File: config.mk
export PLATFORM = sky130hd
export DESIGN_NAME = team_06_dac_i2s_tx
export DESIGN_NICKNAME = d
export VERILOG_FILES = /design/src/rtl/team_06_dac_i2s_tx.sv
export SDC_FILE = /design/constraint.sdc
export NUM_CORES = 1
export LEC_CHECK = 0
export ABC_AREA = 1
export CAP_MARGIN = 20
export CORE_UTILIZATION = 50
export DETAILED_ROUTE_END_ITERATION = 8
export PLACE_DENSITY = 0.75
export SYNTH_ARGS = -nofsm -noshare
export SYNTH_HDL_FRONTEND = slang
export SYNTH_SLANG_ARGS = --single-unit
export TNS_END_PERCENT = 50
File: constraint.sdc
create_clock -name clk -period 1.4 [get_ports clk]
set_input_delay 0.21 -clock clk [delete_from_list [all_inputs] [get_ports clk]]
set_output_delay 0.21 -clock clk [all_outputs]
set_load 0.02 [all_outputs]
File: src/rtl/team_06_dac_i2s_tx.sv
// team_06_dac_i2s_tx: mono I2S transmitter fed through a one-deep sample holding register.
// Optional saturating underrun counter, enabled by defining TEAM_06_DAC_I2S_TX_UNDERRUN_CNT_EN.
module team_06_dac_i2s_tx #(
  parameter int CLK_DIV = 4,
  parameter int DATA_W  = 16
) (
  input  logic              clk,
  input  logic              rst,
  input  logic [DATA_W-1:0] sample_in,
  input  logic              sample_valid,
  output logic              sample_ready,
  output logic              bclk,
  output logic              ws,
  output logic              sd,
  output logic              frame_start,
  output logic              underrun,
  output logic [7:0]        underrun_count
);

  localparam int               DIV_W  = (CLK_DIV > 1) ? $clog2(CLK_DIV) : 1;
  localparam logic [DIV_W-1:0] DIV_TC = DIV_W'(CLK_DIV - 1);

  logic [DIV_W-1:0]  r_div;
  logic              r_bclk;
  logic              r_ws;
  logic              r_sd;
  logic [5:0]        r_idx;
  logic [DATA_W-1:0] r_hold;
  logic              r_hold_full;
  logic [DATA_W-1:0] r_frame;
  logic [DATA_W-1:0] r_shift;
  logic              r_frame_start;
  logic              r_underrun;

  logic              w_div_tc;
  logic              w_fall;
  logic              w_wrap;
  logic              w_xfer;
  logic [5:0]        w_idx_next;
  logic [DATA_W-1:0] w_frame_next;
  logic              w_ws_next;
  logic              w_sd_next;
  logic [DATA_W-1:0] w_shift_next;

  always_comb begin
    w_div_tc     = (r_div == DIV_TC);
    w_fall       = w_div_tc && r_bclk;
    w_wrap       = w_fall && (r_idx == 6'd63);
    w_xfer       = sample_valid && !r_hold_full;
    w_idx_next   = r_idx + 6'd1;
    w_frame_next = r_frame;
    if (w_wrap) begin
      w_frame_next = r_hold_full ? r_hold : '0;
    end
    // ws leads each slot MSB by one bit clock
    w_ws_next = (w_idx_next >= 6'd31) && (w_idx_next <= 6'd62);
    // each slot reloads the shifter; zeros shift in once the sample is exhausted
    if (w_idx_next[4:0] == 5'd0) begin
      {w_sd_next, w_shift_next} = {w_frame_next, 1'b0};
    end else begin
      {w_sd_next, w_shift_next} = {r_shift, 1'b0};
    end
  end

  always_ff @(posedge clk) begin
    if (rst) begin
      r_div  <= '0;
      r_bclk <= 1'b0;
    end else if (w_div_tc) begin
      r_div  <= '0;
      r_bclk <= ~r_bclk;
    end else begin
      r_div  <= r_div + 1'b1;
    end
  end

  always_ff @(posedge clk) begin
    if (rst) begin
      r_idx         <= 6'd63;
      r_ws          <= 1'b0;
      r_sd          <= 1'b0;
      r_frame       <= '0;
      r_shift       <= '0;
      r_frame_start <= 1'b0;
      r_underrun    <= 1'b0;
    end else begin
      r_frame_start <= w_wrap;
      r_underrun    <= w_wrap && !r_hold_full;
      if (w_fall) begin
        r_idx   <= w_idx_next;
        r_ws    <= w_ws_next;
        r_sd    <= w_sd_next;
        r_shift <= w_shift_next;
        r_frame <= w_frame_next;
      end
    end
  end

  // a transfer coinciding with an empty-hold wrap only refills for the next frame
  always_ff @(posedge clk) begin
    if (rst) begin
      r_hold      <= '0;
      r_hold_full <= 1'b0;
    end else if (w_xfer) begin
      r_hold      <= sample_in;
      r_hold_full <= 1'b1;
    end else if (w_wrap) begin
      r_hold_full <= 1'b0;
    end
  end

`ifdef TEAM_06_DAC_I2S_TX_UNDERRUN_CNT_EN
  logic [7:0] r_underrun_cnt;

  always_ff @(posedge clk) begin
    if (rst) begin
      r_underrun_cnt <= 8'd0;
    end else if (w_wrap && !r_hold_full && (r_underrun_cnt != 8'hFF)) begin
      r_underrun_cnt <= r_underrun_cnt + 8'd1;
    end
  end

  assign underrun_count = r_underrun_cnt;
`else
  assign underrun_count = 8'd0;
`endif

  assign sample_ready = !r_hold_full;
  assign bclk         = r_bclk;
  assign ws           = r_ws;
  assign sd           = r_sd;
  assign frame_start  = r_frame_start;
  assign underrun     = r_underrun;

endmodule

Word-level counts from Yosys, hierarchy flattened
Index checks and enable logic that the tools add are counted.
{"block": "classes", "reduce_logical": 9, "mul": 0, "shifts": 0, "n_mux": 6, "n_div": 0, "add_sub_neg": 2, "bitwise_logic": 1, "n_lt_le_gt_ge": 2, "eq_ne": 2}
{"op": "$mux W16", "count": 3}
{"op": "$add A6 B1 Y6 const B", "count": 1}
{"op": "$eq A6 B6 Y1 const B", "count": 1}
{"op": "$ge A6 B5 Y1 const B", "count": 1}
{"op": "$le A6 B6 Y1 const B", "count": 1}
{"op": "$logic_and A1 B1 Y1", "count": 5}
{"op": "$logic_not A5 Y1", "count": 1}
{"op": "$mux W1", "count": 3}
{"op": "$add A2 B1 Y2 const B", "count": 1}
{"op": "$eq A2 B2 Y1 const B", "count": 1}
{"op": "$reduce_bool A2 Y1", "count": 1}
{"op": "$reduce_or A2 Y1", "count": 1}
{"op": "$logic_not A1 Y1", "count": 1}
{"op": "$not A1 Y1", "count": 1}
{"block": "totals", "romBits": 0, "mem_bits_rw": 0, "elab_cells": 33, "regBits": 62, "mem_count": 0, "latch_bits": 0}

Longest topological paths before layout
Gate-level depths: netlist (run 1).
{"block": "depth", "depth_word": 5, "ltp_mapped": 11, "ltp_nobuf": 10}

Least setup slack after synthesis (run 1)
No wires, ideal clock.
{"block": "synth_path", "kind": "register to register", "from": "reg r_idx[0]", "to": "reg r_shift[14]", "required_ns": 1.288, "slack_ns": -0.165, "path_stages_with_launch": 10, "t_arrival_ns": 1.453, "synth_period_minus_slack_ns": 1.565, "path_cell_list": "dfxtp_1 -> ha_1 -> nand2_1 -> a21boi_2 -> nand2_2 -> nor2_8 -> buf_12 -> nand2_2 -> nand3_2 -> nand2_2"}
{"block": "synth_between", "elab_chain_cells": 4, "word_cells_on_any_way": 6, "cone_classes": "add/sub (1); eq/ne (1); mux (2); reduce/logical (2)"}
{"element": "start: declaration", "line_no": "27", "rtl": "logic [5:0] r_idx;"}
{"element": "start signal: assignment", "line_no": "90", "rtl": "r_idx <= w_idx_next;"}
{"element": "branches (longest 3 deep; another with $add A6 B1 Y6)"}
{"element": "$mux W16 *", "line_no": "58", "rtl": "if (w_idx_next[4:0] == 5'd0) begin"}
{"element": "end signal: assignment", "line_no": "93", "rtl": "r_shift <= w_shift_next;"}
{"element": "end: declaration", "line_no": "31", "rtl": "logic [DATA_W-1:0] r_shift;"}
Mark *: on every way between the ends.
A chain may end at the register's enable or synchronous reset.

Final worst setup path (run 1)
{"block": "layout_path", "from": "reg r_idx[1]", "to": "reg r_shift[1]"}
The elaborated chain is that of the path after synthesis.

==> results summary, run 1 <==
Setup repair after global routing could not meet its margin everywhere. Each instance of the synthesized netlist takes up on average around 7.2 um2. The area used by sequential logic in the layout is 1230 um2. The remaining antenna violation count after routing is 0.

Counting flops with an async set or reset pin after synthesis yields a share of 0%. The TritonCTS buffer count is 9. The launch point of the worst path is r_idx[1]. Along the worst hold path, the cell count comes to 1. The clock arrives with about 9.6 ps of skew.

In the final layout, the share of cells above drive strength 1 is 28.1%. The vias after detailed routing came out at ~2500. Among all flip-flop cells after synthesis, the most frequent one is sky130_fd_sc_hd__dfxtp_1.

The number of filler cells placed in the layout is between 400 and 500. The total buffers and inverters traversed by the critical path came out at 3. The number of levels the H-tree was split into came out at 3.

The insertion delay of the later-clocked pin in the worst-skew pair is 350 ps. The cell that appears most often on the critical path is sky130_fd_sc_hd__nand2_2. The boundary pin count is 33. By count the netlist is led by 116 x sky130_fd_sc_hd__nand2_1, 61 x sky130_fd_sc_hd__dfxtp_1, 57 x sky130_fd_sc_hd__nor2_1. The cell type of the slowest stage on the worst timing path is sky130_fd_sc_hd__dfxtp_4. The destination of the worst hold path is r_div[0]. The total die area came out at 6120 um2. From synthesis to final layout, the design area changed by 29.0%. Row generation in the floorplan step produced 27 rows. The die height came out at 78.2 um.

The maximum fanout count along the critical path came out at 8. The post-route DRC violation count is 0. The initial DRC count came out at approximately 140. By instance count, the leading cell after synthesis is sky130_fd_sc_hd__nand2_1.

The count of endpoints failing hold in the final timing report is 0. Yosys printed 0 warnings. In this run the critical register-to-register path is captured at r_shift[1].

Entering global routing, the biggest net connects 19 pins. The area taken by multi-input logic gates came out at about 1500 um2. The number of hold-repair buffers added at the cts stage came out at 0.

The count of TritonRoute iterations in the first routing pass came out at 4. TritonCTS built the clock tree. Yosys mapped a number of flops with a built-in enable equal to 0.

The final reports fail on negative setup slack. STA classifies the critical path endpoint as a flop. The routability congestion estimate from global placement came out at 0.813. The overall global routing resource usage is around 23%. The number of nets in the layout is around 470.

The worst supply voltage drop on vdd came out at about 1.4 mV. The floorplan step defined a core boundary enclosing approximately 5500 um2. Counting buffers and inverters, the worst setup path is 10 cells deep. The die outline width is about 80 um.

The startpoint of the worst register-to-register path is r_idx[1]. The final setup slack of the worst path came out at -113 ps. The share of the yosys chip area belonging to registers is between 40% and 50%. In this run the register-to-register setup slack is -110 ps. The first global-routing pass estimated 10700 um of wire. The clock sink count is roughly 60. After layout, the minimum clock period comes to between 1500 and 2000 ps. The number of diodes came out at 0.

The completed layout was analyzed and its total power is around 5.5 mW. By startpoint and endpoint, the worst setup path is classified as reg2reg. The path depth of the worst reg2reg path came out at 10. The path type of the worst min-delay path is reg2reg. The share of the clock period used by the worst path after layout is 108%. The cell type contributing the most total cell area after synthesis is sky130_fd_sc_hd__dfxtp_1.

The startpoint kind of the worst setup timing path is a flop. The deepest clock path buffer count is 2. In the final routed layout, each cell accounts on average for 11.4 um.

The critical hold path startpoint is r_div[0]. The port buffer count came out at 24. The total congestion overflow came out at 0. The max-slew violation count is 0. The number of violations of the max-capacitance limit came out at 0.

The timing-limited maximum frequency is about 660 MHz. The initial utilization of the core area, before any placement, comes to between 50% and 60%. The detailed-route wire length is between 6000 and 7000 um. The via count of the first global-routing pass is 2520. The required arrival time at the worst endpoint came out at 1690 ps. The cell area after synthesis is slightly below 3000 um2. On the critical path the largest part of the delay comes from flip-flops. The count of distinct cell types in the synthesized netlist came out at 30. The area fraction of the dominant cell type after synthesis came out at between 40% and 50%. The minimum hold slack came out at approximately 400 ps. After clock tree synthesis, the clock-pin slew on the worst setup and hold paths is about 70 ps. By area the synthesized netlist is led by sky130_fd_sc_hd__dfxtp_1 42%, sky130_fd_sc_hd__nand2_1 15%, sky130_fd_sc_hd__nor2_1 7.4%. The power density relative to cell area is 1470 nW/um2. The count of mapped cells out of synthesis came out at 401.

The root buffer cell is sky130_fd_sc_hd__clkbuf_8. The count of endpoints failing setup in the final report is 18. The static leakage power is approximately 1.7 nW. The stage delay of the slowest cell on the critical path came out at between 300 and 400 ps. The post-detailed-route via-to-cell ratio is between 4 and 5.

The detailed placer's ending HPWL came out at between 3000 and 4000 um. The worst path arrival time came out at between 1500 and 2000 ps. The number of antenna violations at the first check in global routing was 0. The synthesized flop and latch total came out at a little over 60. The flow ran to the end, but the final reports show violations. Walking the worst path, the cells encountered are ha_4, inv_2, nand2_2, a21boi_2, nand2_2, nor2_8, buf_12, buf_4, nand3_2, o21ai_2.

OpenSTA, run right after detailed placement, puts the worst setup slack at -196 ps.
what timing repair did:
| item | CTS | global route |
|---|---|---|
| gates cloned | 1 | 0 |
| pin swaps | 10 | 3 |
| setup buffers | 9 | 0 |
| endpoints found under the setup margin | 28 | 30 |
| resized for setup | 36 | 14 |
cells by family (layout without fill, tap and decap cells):
family	count (synthesis)	in the layout	share of synthesized area, %
simple gates	233	234	37.5
flops	61	61	42.0
other cells	1	8	0.129
buf+inv	75	121	13.0
fa+ha+maj	5	5	2.15
compound gates	26	26	5.21
worst max-delay path by stage:
stage,slack (ps),to
floorplan,-30,r_shift[14]
global placement,-120,sd
detailed placement,-200,r_shift[5]
CTS,-50,r_shift[1]
global route,-180,r_shift[1]
finish,-110,r_shift[1]
report_power, final:
group	leakage (nW)	switching (mW)	internal (mW)
Clock	0.0954	0.750	0.826
Sequential	0.495	0.0438	1.80
Combinational	1.15	1.23	0.865
layer usage:
| metal | share of wire, % | routed length [um] | GRT usage (%) |
|---|---|---|---|
| met1 | 46 | 2760 | 25.4 |
| met2 | 49 | 2950 | 38.9 |
| met3 | 3.9 | 235 | 6.74 |
| met4 | 1.2 | 74 | 10.4 |
| met5 | 0 | 0 | 0 |
stage by stage:
stage | cell area (um2) | instances | util (%) | setup TNS, ps
2_1_floorplan | 2950 | 408 | - | -294
3_3_place_gp | 3290 | 501 | 59.4 | -1990
3_5_place_dp | 3290 | 501 | 59.4 | -3300
4_1_cts | 3690 | 527 | 66.7 | -477
5_1_grt | 3750 | 527 | 67.7 | -3060
6_report | 3750 | 527 | 67.7 | -1520
cell type report:
class,instances,area share [%]
multi-input combinational,273,40.6
sequential,61,32.9
timing repair buffer,55,13.6
inverter,50,5.14
clock buffer,9,3.30
tap,72,2.40
clock inverter,7,2.04
sequential cells by signal (all words and copies together), names as in the netlist:
signal       count
r_frame         16
sd               1
r_hold          16
frame_start      1
r_idx            6
bclk             1
r_shift         15
r_hold_full      1
underrun         1
r_div            2
ws               1
placed cells by master, fill, tap and decap left out, types with 2 or more instances in the layout:
cell	netlist	routed
sky130_fd_sc_hd__a22oi_1	2	2
sky130_fd_sc_hd__buf_12	1	3
sky130_fd_sc_hd__buf_4	10	27
sky130_fd_sc_hd__clkbuf_8	2	9
sky130_fd_sc_hd__clkdlybuf4s50_1	0	18
sky130_fd_sc_hd__clkinv_4	1	4
sky130_fd_sc_hd__clkinvlp_4	0	2
sky130_fd_sc_hd__conb_1	1	8
sky130_fd_sc_hd__dfxtp_1	61	56
sky130_fd_sc_hd__dfxtp_2	0	3
sky130_fd_sc_hd__dfxtp_4	0	2
sky130_fd_sc_hd__dlygate4sd2_1	0	6
sky130_fd_sc_hd__ha_1	5	2
sky130_fd_sc_hd__ha_4	0	2
sky130_fd_sc_hd__inv_1	33	31
sky130_fd_sc_hd__inv_2	16	18
sky130_fd_sc_hd__nand2_1	116	104
sky130_fd_sc_hd__nand2_2	15	18
sky130_fd_sc_hd__nand2_4	0	9
sky130_fd_sc_hd__nand3_1	10	3
sky130_fd_sc_hd__nand3_2	11	16
sky130_fd_sc_hd__nand3_4	0	3
sky130_fd_sc_hd__nand3b_1	16	16
sky130_fd_sc_hd__nand4_1	2	2
sky130_fd_sc_hd__nor2_1	57	55
sky130_fd_sc_hd__nor2_4	1	2
sky130_fd_sc_hd__nor3_1	2	2
sky130_fd_sc_hd__o21ai_0	18	17
sky130_fd_sc_hd__o22ai_1	2	2
(Power assumes the default switching activity.)
==> inputs of run 2 (changes only) <==
--- a/config.mk
+++ b/config.mk
@@ -7,9 +7,11 @@
 export LEC_CHECK = 0
 export ABC_AREA = 1
 export CAP_MARGIN = 20
-export CORE_UTILIZATION = 50
+export CORE_UTILIZATION = 52
+export CTS_BUF_LIST = sky130_fd_sc_hd__clkbuf_8
+export CTS_CLUSTER_SIZE = 20
 export DETAILED_ROUTE_END_ITERATION = 8
-export PLACE_DENSITY = 0.75
+export PLACE_DENSITY = 0.74
 export SYNTH_ARGS = -nofsm -noshare
 export SYNTH_HDL_FRONTEND = slang
 export SYNTH_SLANG_ARGS = --single-unit
==> results summary, run 2 (synthesis results as in run 1) <==
The multi-input combinational cells in the finished layout cover a total of 1500 um2. The number of antenna violations at the first check in global routing came to 0. The global-route wire length before repair is about 10000 um. The switching power came out at 1.86 mW. The combinational fraction of design power came out at 40.4%.

The clock skew came out at 5.90 ps. The number of violations of the max-capacitance limit came out at 0. The clock-pin slew on the worst setup and hold paths is 70 ps. For this block, the routed nets add up to 6000 um of wire. The fraction of power spent switching nets came out at approximately 35%.

After layout, the worst path uses 111% of the clock period. The max-slew violation count came out at 0. The core utilization of the finished layout came out at 71.5%. The checks that failed: negative setup slack.

The worst setup slack after placement is -203 ps. The area used by sequential logic in the layout came out at ~1200 um2. The boundary pin count is 33. The port buffer count is 24. The maximum fanout count along the critical path is 7. In the global route stage, overall resource usage came out at 21.7%. The wire-length estimate of the detail-placed layout is roughly 4000 um. The total congestion overflow came out at 0. The total die area came out at between 5000 and 6000 um2.

Leaving out fill and tap cells, the most frequent cell in the layout is sky130_fd_sc_hd__nand2_1. By startpoint and endpoint, the worst setup path is classified as reg2reg. Setup violations remaining at the end of the flow were counted as 18. The average detailed-routed wire length per instance is roughly 11 um.

STA classifies the critical path startpoint as a flop. The post-route netlist has 27.1% of its cells at a drive strength greater than 1. The number of diodes is 0.

Dividing the detail-routed via count by the number of cells gives ~4.8. The final critical path time including I/O delays and setup is between 1500 and 2000 ps. The clock reaches the later pin of the worst-skew pair after about 340 ps. The vias after detailed routing came out at ~2500. The number of levels the H-tree was split into is 3. The number of placement rows is 26. The number of hold-repair buffers added at the cts stage is 0. The worst path arrival time came out at between 1500 and 2000 ps. The die outline width came out at 76.8 um. The synthesis-to-layout area growth is 28.9%. Power spread over the standard cell area amounts to around 1400 nW/um2.

The pin count of the biggest net entering global routing is 19. Setup total negative slack on the finished layout was measured at -1970 ps. The internal portion of the total power is approximately 3.4 mW. The TritonCTS clock tree is yes. The clock sink count came out at 61.

The minimum setup slack among reg-to-reg paths came out at -160 ps. The post-route DRC violation count came out at 0. The completed layout was analyzed and its total power is 5.27 mW. The congestion estimate from routability-driven global placement came to approximately 0.84. The total area inside the core boundary comes to roughly 5200 um2. For this design the static power due to leakage is ~1.8 nW. The initial DRC count is 140. The final setup slack of the worst path came out at -157 ps. The timing-limited maximum frequency is roughly 640 MHz.

Leaving out fill and tap cells, the most frequent cells in the layout are 103 x sky130_fd_sc_hd__nand2_1, 57 x sky130_fd_sc_hd__dfxtp_1, 55 x sky130_fd_sc_hd__nor2_1, 34 x sky130_fd_sc_hd__inv_1, 21 x sky130_fd_sc_hd__buf_4. The number of filler cells placed in the layout came out at between 400 and 500. The non-filler instance count after layout came out at between 500 and 600. The category of the worst setup path capture point is a flop. Setup repair after global routing could not meet its margin everywhere. After detailed placement, the design holds a cell count of ~500. The TritonCTS buffer count is 9. The root buffer cell is sky130_fd_sc_hd__clkbuf_8. The required arrival time at the worst endpoint is between 1500 and 2000 ps. The flow ran to the end, but the final reports show violations. The detail route stage leaves a number of antenna-violating nets equal to 0.

The via count of the first global-routing pass is around 2200. Per report_power, the clock group accounts for 24.5% of the total. The effective utilization at floorplan came out at a little under three fifths.

The die height is roughly 77 um. The count of endpoints failing hold in the final timing report came out at 0. The worst supply voltage drop on vdd came out at 0.926 mV.

The deepest clock path buffer count came out at 2. The number of nets in the layout is roughly 470. The part of the power in registers is around a third. The count of TritonRoute iterations in the first routing pass came out at 4. The largest registers in the layout are r_frame x16, r_hold x16, r_shift x15.

The path type of the worst min-delay path is reg2reg.
[run 2: changes by cell type in the layout (fill, tap and decap cells not counted), sizes merged]
cell,delta
buf,+1
bufinv,-1
clkinvlp,-2
clkbuf,+1
nand3,-1
inv,+3
clkinv,-2
[run 2: critical path, cell delays in order (launching register included)]
cell,delay (ps)
sky130_fd_sc_hd__dfxtp_4,370
sky130_fd_sc_hd__ha_4,180
sky130_fd_sc_hd__inv_2,50
sky130_fd_sc_hd__nand2_2,50
sky130_fd_sc_hd__a21boi_2,180
sky130_fd_sc_hd__nand2_2,110
sky130_fd_sc_hd__nor2_8,190
sky130_fd_sc_hd__buf_12,170
sky130_fd_sc_hd__nand2_4,50
sky130_fd_sc_hd__nand3_2,60
sky130_fd_sc_hd__nand2_2,40
[run 2: layout make-up]
cell class                 count  share of cell area, %
tap                           70                   2.34
clock inverter                 5                  0.568
multi-input combinational    272                   40.0
sequential                    61                   32.9
inverter                      50                   5.21
timing repair buffer          56                   15.3
clock buffer                  10                   3.67
[run 2: final timing paths]
check | from | end | depth (start not counted)
worst max-delay path | r_idx[0] | r_shift[9] | 10
worst min-delay path | r_div[0] | r_div[0] | 1
worst max register to register | r_idx[0] | r_shift[9] | 10
worst min register to register | r_div[0] | r_div[0] | 1
[run 2: power by group through the flow]
stage	logic [mW]	registers, mW	clock network [mW]
2_1_floorplan	1.24	1.88	0
3_3_place_gp	1.45	1.88	0
3_5_place_dp	1.51	1.89	0
4_1_cts	2.00	1.84	1.32
5_1_grt	2.31	1.85	1.40
6_report	2.13	1.85	1.29
[run 2: stage by stage]
| stage | instance area [um2] | hold WS, ps |
|---|---|---|
| after floorplan | 2950 | 286 |
| after global placement | 3300 | 412 |
| after detailed placement | 3300 | 419 |
| after CTS | 3660 | 428 |
| after global routing | 3750 | 433 |
| final | 3750 | 405 |
[run 2: layer usage]
layer	global-route usage [%]	vias to the layer above	share of wire, %
met3	5.36	12	3.2
li1	-	1316	-
met5	0	-	0
met4	9.23	0	2.1
met1	25.6	1129	45
met2	37.2	51	49
[run 2: timing repair]
item | CTS | global route
setup buffers | 8 | 2
endpoints found under the setup margin | 31 | 36
pin swaps | 9 | 6
hold endpoints to repair | 0 | 0
gates cloned | 1 | 0
gates resized for setup | 34 | 19
